===== src/rtl/ram512_ctrl_if.sv =====
// Request/response bus between a client and the RAM sequencing front-end.
// The master issues requests and consumes responses; the slave is the controller.
interface ram512_ctrl_if #(
    parameter int AW = 9,
    parameter int DW = 16
);
    logic          req_valid;
    logic          req_ready;
    logic          req_we;
    logic [AW-1:0] req_addr;
    logic [DW-1:0] req_wdata;
    logic          rsp_valid;
    logic          rsp_ready;
    logic [DW-1:0] rsp_rdata;

    modport master (
        output req_valid, req_we, req_addr, req_wdata, rsp_ready,
        input  req_ready, rsp_valid, rsp_rdata
    );

    modport slave (
        input  req_valid, req_we, req_addr, req_wdata, rsp_ready,
        output req_ready, rsp_valid, rsp_rdata
    );
endinterface


===== src/rtl/ram512_ctrl.sv =====
// Sequencing front-end for a 512x16 single-port RAM: clears the array after
// reset, then serves one write or read request at a time with a registered response.
//
// state   | meaning
// --------+-------------------------------------------------------------
// S_INIT  | writing INIT_VAL to address cnt, one word per cycle
// S_IDLE  | ready for a request; RAM disabled, address/data held
// S_WRITE | one-cycle RAM write of the latched address/data
// S_READ  | one-cycle RAM read; ram_dout captured on the exiting edge
// S_RESP  | response valid, waiting for the consumer handshake
module ram512_ctrl #(
    parameter int            AW       = 9,
    parameter int            DW       = 16,
    parameter bit            INIT_EN  = 1'b1,
    parameter logic [DW-1:0] INIT_VAL = '0
) (
    input  logic          clk,
    input  logic          rst_,
    ram512_ctrl_if.slave  bus,
    output logic          busy,
    output logic          ram_e,
    output logic          ram_w,
    output logic          ram_r,
    output logic [AW-1:0] ram_addr,
    output logic [DW-1:0] ram_din,
    input  logic [DW-1:0] ram_dout
);

    typedef enum logic [2:0] {
        S_INIT,
        S_IDLE,
        S_WRITE,
        S_READ,
        S_RESP
    } state_t;

    localparam state_t        RST_STATE = INIT_EN ? S_INIT : S_IDLE;
    localparam logic [AW-1:0] CNT_LAST  = '1;

    state_t        state;
    state_t        state_nx;
    logic [AW-1:0] cnt;
    logic [AW-1:0] addr_q;
    logic [DW-1:0] din_q;
    logic [DW-1:0] rdata_q;

    logic          ready_c;
    logic          valid_c;
    logic          e_c;
    logic          w_c;
    logic          r_c;
    logic          accept;
    logic          init_act;

    assign accept = (state == S_IDLE) && bus.req_valid;

    always_ff @(posedge clk or negedge rst_) begin
        if (!rst_) begin
            state   <= RST_STATE;
            cnt     <= '0;
            addr_q  <= '0;
            din_q   <= '0;
            rdata_q <= '0;
        end else begin
            state <= state_nx;
            if (state == S_INIT) begin
                cnt    <= cnt + 1'b1;
                addr_q <= cnt;
                din_q  <= INIT_VAL;
            end
            if (accept) begin
                addr_q <= bus.req_addr;
                din_q  <= bus.req_wdata;
            end
            if (state == S_READ) begin
                rdata_q <= ram_dout;
            end
        end
    end

    always_comb begin
        state_nx = state;
        ready_c  = 1'b0;
        valid_c  = 1'b0;
        e_c      = 1'b0;
        w_c      = 1'b0;
        r_c      = 1'b0;
        case (state)
            S_INIT: begin
                e_c = 1'b1;
                w_c = 1'b1;
                if (cnt == CNT_LAST) begin
                    state_nx = S_IDLE;
                end
            end
            S_IDLE: begin
                ready_c = 1'b1;
                if (bus.req_valid) begin
                    state_nx = bus.req_we ? S_WRITE : S_READ;
                end
            end
            S_WRITE: begin
                e_c      = 1'b1;
                w_c      = 1'b1;
                state_nx = S_IDLE;
            end
            S_READ: begin
                e_c      = 1'b1;
                r_c      = 1'b1;
                state_nx = S_RESP;
            end
            S_RESP: begin
                valid_c = 1'b1;
                if (bus.rsp_ready) begin
                    state_nx = S_IDLE;
                end
            end
            default: begin
                state_nx = RST_STATE;
            end
        endcase
    end

    // Strobes and handshakes are masked while rst_ is held so the reset state
    // (INIT or IDLE) presents all-zero outputs and the RAM is never written in reset.
    assign init_act = (state == S_INIT) && rst_;

    assign busy          = (state == S_INIT);
    assign bus.req_ready = ready_c & rst_;
    assign bus.rsp_valid = valid_c & rst_;
    assign bus.rsp_rdata = rdata_q;
    assign ram_e         = e_c & rst_;
    assign ram_w         = w_c & rst_;
    assign ram_r         = r_c & rst_;
    assign ram_addr      = init_act ? cnt : addr_q;
    assign ram_din       = init_act ? INIT_VAL : din_q;

endmodule


===== src/flat_wrapper.sv =====
// flat-port wrapper written by rule: the top's interface ports become plain ports
module ram512_ctrl_flat 
#(
    parameter int            AW       = 9,
    parameter int            DW       = 16,
    parameter bit            INIT_EN  = 1'b1,
    parameter logic [DW-1:0] INIT_VAL = '0
)
  (clk, rst_, busy, ram_e, ram_w, ram_r, ram_addr, ram_din, ram_dout, bus_req_valid, bus_req_we, bus_req_addr, bus_req_wdata, bus_rsp_ready, bus_req_ready, bus_rsp_valid, bus_rsp_rdata);
  ram512_ctrl_if #(.AW(AW), .DW(DW)) bus_i ();
  input  logic clk;
  input  logic rst_;
  output logic busy;
  output logic ram_e;
  output logic ram_w;
  output logic ram_r;
  output logic [AW-1:0] ram_addr;
  output logic [DW-1:0] ram_din;
  input  logic [DW-1:0] ram_dout;
  input wire logic [$bits(bus_i.req_valid)-1:0] bus_req_valid;
  input wire logic [$bits(bus_i.req_we)-1:0] bus_req_we;
  input wire logic [$bits(bus_i.req_addr)-1:0] bus_req_addr;
  input wire logic [$bits(bus_i.req_wdata)-1:0] bus_req_wdata;
  input wire logic [$bits(bus_i.rsp_ready)-1:0] bus_rsp_ready;
  output wire logic [$bits(bus_i.req_ready)-1:0] bus_req_ready;
  output wire logic [$bits(bus_i.rsp_valid)-1:0] bus_rsp_valid;
  output wire logic [$bits(bus_i.rsp_rdata)-1:0] bus_rsp_rdata;
  assign bus_i.req_valid = bus_req_valid;
  assign bus_i.req_we = bus_req_we;
  assign bus_i.req_addr = bus_req_addr;
  assign bus_i.req_wdata = bus_req_wdata;
  assign bus_i.rsp_ready = bus_rsp_ready;
  assign bus_req_ready = bus_i.req_ready;
  assign bus_rsp_valid = bus_i.rsp_valid;
  assign bus_rsp_rdata = bus_i.rsp_rdata;
  ram512_ctrl #(.AW(AW), .DW(DW), .INIT_EN(INIT_EN), .INIT_VAL(INIT_VAL)) u_core (.clk(clk), .rst_(rst_), .bus(bus_i), .busy(busy), .ram_e(ram_e), .ram_w(ram_w), .ram_r(ram_r), .ram_addr(ram_addr), .ram_din(ram_din), .ram_dout(ram_dout));
endmodule

===== config.mk =====
export PLATFORM = sky130hd
export DESIGN_NAME = ram512_ctrl_flat
export DESIGN_NICKNAME = d
export VERILOG_FILES = /design/src/rtl/ram512_ctrl_if.sv /design/src/rtl/ram512_ctrl.sv /design/src/flat_wrapper.sv
export SDC_FILE = /design/constraint.sdc
export NUM_CORES = 1
export LEC_CHECK = 0
export BUFFER_PORTS_ARGS = -buffer_cell sky130_fd_sc_hd__buf_2
export CORE_MARGIN = 2
export CORE_UTILIZATION = 30
export CTS_BUF_LIST = sky130_fd_sc_hd__clkbuf_2 sky130_fd_sc_hd__clkbuf_4 sky130_fd_sc_hd__clkbuf_8
export DETAILED_ROUTE_END_ITERATION = 6
export SYNTH_ARGS = -nofsm -noshare
export SYNTH_HDL_FRONTEND = slang
export SYNTH_SLANG_ARGS = --single-unit

===== constraint.sdc =====
create_clock -name clk -period 2.2 [get_ports clk]
set_input_delay 0.44 -clock clk [delete_from_list [all_inputs] [get_ports clk]]
set_output_delay 0.44 -clock clk [all_outputs]
set_load 0.02 [all_outputs]

==> metrics.yaml <==
cts_inserted_buffers: 5
r2r_cells: 6
fin_skew_ns: 0.005930
syn_area_per_cell_sq_um: 10.73
fillers: 776
die_w_um: 94.30
ys_top_cells_by_count: "53 x dfrtp_1, 46 x nand2_1, 25 x mux2_2"
grt_use_total: 0.1428
top_usage_layer: "met2"
arrival_ns: 1.85
worst-path-max-fanout: 3
clk_path_buf_depth: 2
ys_seq_elements: 53
maxCapViolations: 0
htree_levels: 2
n_antenna_cell: 0
power_uw: 1856
initial_core_util: 0.3133
wl_um: 5979
fmax_mhz: 436.5
area_delta_synth_final_pct: 37.34
hold_path.class: "input port to async pin"
overflow: 0
die_area_sq_mm: 0.008892
critical_path_required_ns: 1.76
syn_inst: 228
ys_warn_count: 0
status: "finished, violations left"
port-buffer-count: 92
core-area_sq_mm: 0.007807
use_met2: 0.2333
fin_ws_ns: -0.09088
drt_iter0_drc: 28
seq_area_sq_mm: 0.001326
die_h_um: 94.30
syn_nets: 276
hpwl_um: 3997
power_leakage_uw: 0.001784
worstMarginPinSlew_ns: 0.6614
r2r-start: "u_core.state[0]"
setup_viol: 16
synth.area.top_cells: "dfrtp_1 54%, mux2_2 12%, nand2_1 7.1%, nor2b_1 4.3%, nand3_1 3.5%"
nets: 381
fin_tns_setup_ns: -0.6875
worst-setup-path-type: "flip-flop to primary output"
grt_max_degree: 54
p_per_area_mw_per_mm2: 552.5
yosysTopAreaCell: "dfrtp_1"
antenna_found_initial: 0
clock_latency_ns: 0.30
cp-start-kind: "flip-flop"
met3_usage: 0.04093
period_minus_slack_ns: 2.291
route.detailed.drc: 0
post-route-period-util: 1.041
viasPerCell: 4.594
slew_viol_final: 0
wl_per_cell_um: 13.71
synth_top_area_share: 0.5422
place_congestion: 0.7385
hold_viol: 0
cts_root_buf: "clkbuf_8"
yosysUniqueCellTypes: 33
relSlewSlack: 0.5590
synth-main-ff-cell: "dfrtp_1"
synth_edf_count: 0
yosysMostFrequentCell: "dfrtp_1"
r2r_end: "u_core.addr_q[8]"
drive_above_1_share: 0.4551
multi_input_area_sq_mm: 0.001087
met1_usage: 0.1879
rows: 32
vdd_drop_max_uv: 210.2
endpoint_kind: "primary output"
rsz0062_at_grt: "true"
num_vias: 2003
async_flop_share: 1.000
reg2reg_slack_ns: 0.36
cts_tree: "yes"
drtPass1Iterations: 4
cts_sinks: 53
grt_pass1_vias: 2009
grt_pass1_wl_um: 9894
synth_area_sq_mm: 0.002446
ys_seq_area_frac: 0.5422
ios: 93
ant_nets: 0
path_clk_slew_ns: 0.10
violations: "negative setup slack"
## what timing repair did
action                                  4_1_cts  5_1_grt
resized for setup                            31       11
cloned                                        2        0
pin swaps                                     3        2
setup buffers                                 7        1
endpoints found under the setup margin       20       28
hold buffers                                  0        0
## critical path, cell delays in order (launching register included)
cell,delay [ns]
dfrtp_1,0.39
or3_4,0.46
nor2_4,0.14
buf_6,0.13
mux2_4,0.30
buf_6,0.13
## report_power, final
group          switching [uW]  internal, uW
sequential               6.30           988
combinational            89.5          84.1
clock                     318           370
total                     414          1440
## area by class of cell
cell class,instances,area share
clock inverters,2,0.01117
inverters,3,0.004842
well taps,102,0.03799
repair buffers,110,0.2030
multi-input cells,160,0.3236
clock buffers,6,0.02458
flip-flops and latches,53,0.3948
## sequential cells by signal, indices dropped and copies added (netlist names)
name and cells:
u_core.cnt 9, u_core.addr_q 9, u_core.din_q 16, u_core.state 3
u_core.bus.rsp_rdata 16
## logic make-up after synthesis
family / share of synthesized area
compound gates: 0.06087
simple gates: 0.2087
mux: 0.1151
xor+xnor: 0.02506
buf+inv: 0.03784
fa+ha+maj: 0.01023
flops: 0.5422
## worst max path at each step
stage,from,endpoint,cells past startpoint
4_1_cts,u_core.state[2],ram_addr[3],4
3_5_place_dp,u_core.state[1],ram_addr[3],4
3_3_place_gp,u_core.state[1],ram_addr[3],4
6_report,u_core.state[1],ram_addr[0],5
2_1_floorplan,u_core.state[1],ram_addr[4],6
5_1_grt,u_core.state[1],ram_addr[0],5
## per-layer routing
metal	vias up	routed length, um
li1	975	-
met1	966	2702
met2	58	2848
met3	4	398
met4	0	29
met5	-	0
## cells in the final DEF (no fill, tap or decap), drive strengths merged
cell and count:
a31oi 1, dfrtp 53, or4b 1, mux2 25
a21o 6, nand3 17, nand2 47, clkinv 2
a21oi 5, ha 2, a22o 6, buf 110
xor2 3, nor2b 17, clkinvlp 1, nor3b 1
nand4 4, or2 1, nor2 14, or3 1
nand4bb 1, inv 1, a2bb2oi 1, nor3 1
bufinv 1, o22ai 1, o21ai 1, xnor2 4
clkbuf 6
## metrics by stage
step                hold slack (ns)    util  area [sq um]  std cells  setup WS (ns)
floorplan                    0.1444       -          2446        228         0.1136
global placement             0.4550  0.3880          3029        419         0.1025
detailed placement           0.4656  0.3880          3029        419        0.08909
CTS                          0.2974  0.4256          3323        436       -0.09637
global route                 0.3090  0.4303          3359        436        -0.1448
finish                       0.2670  0.4303          3359        436       -0.09088
Power figures use the tool's default switching activity.
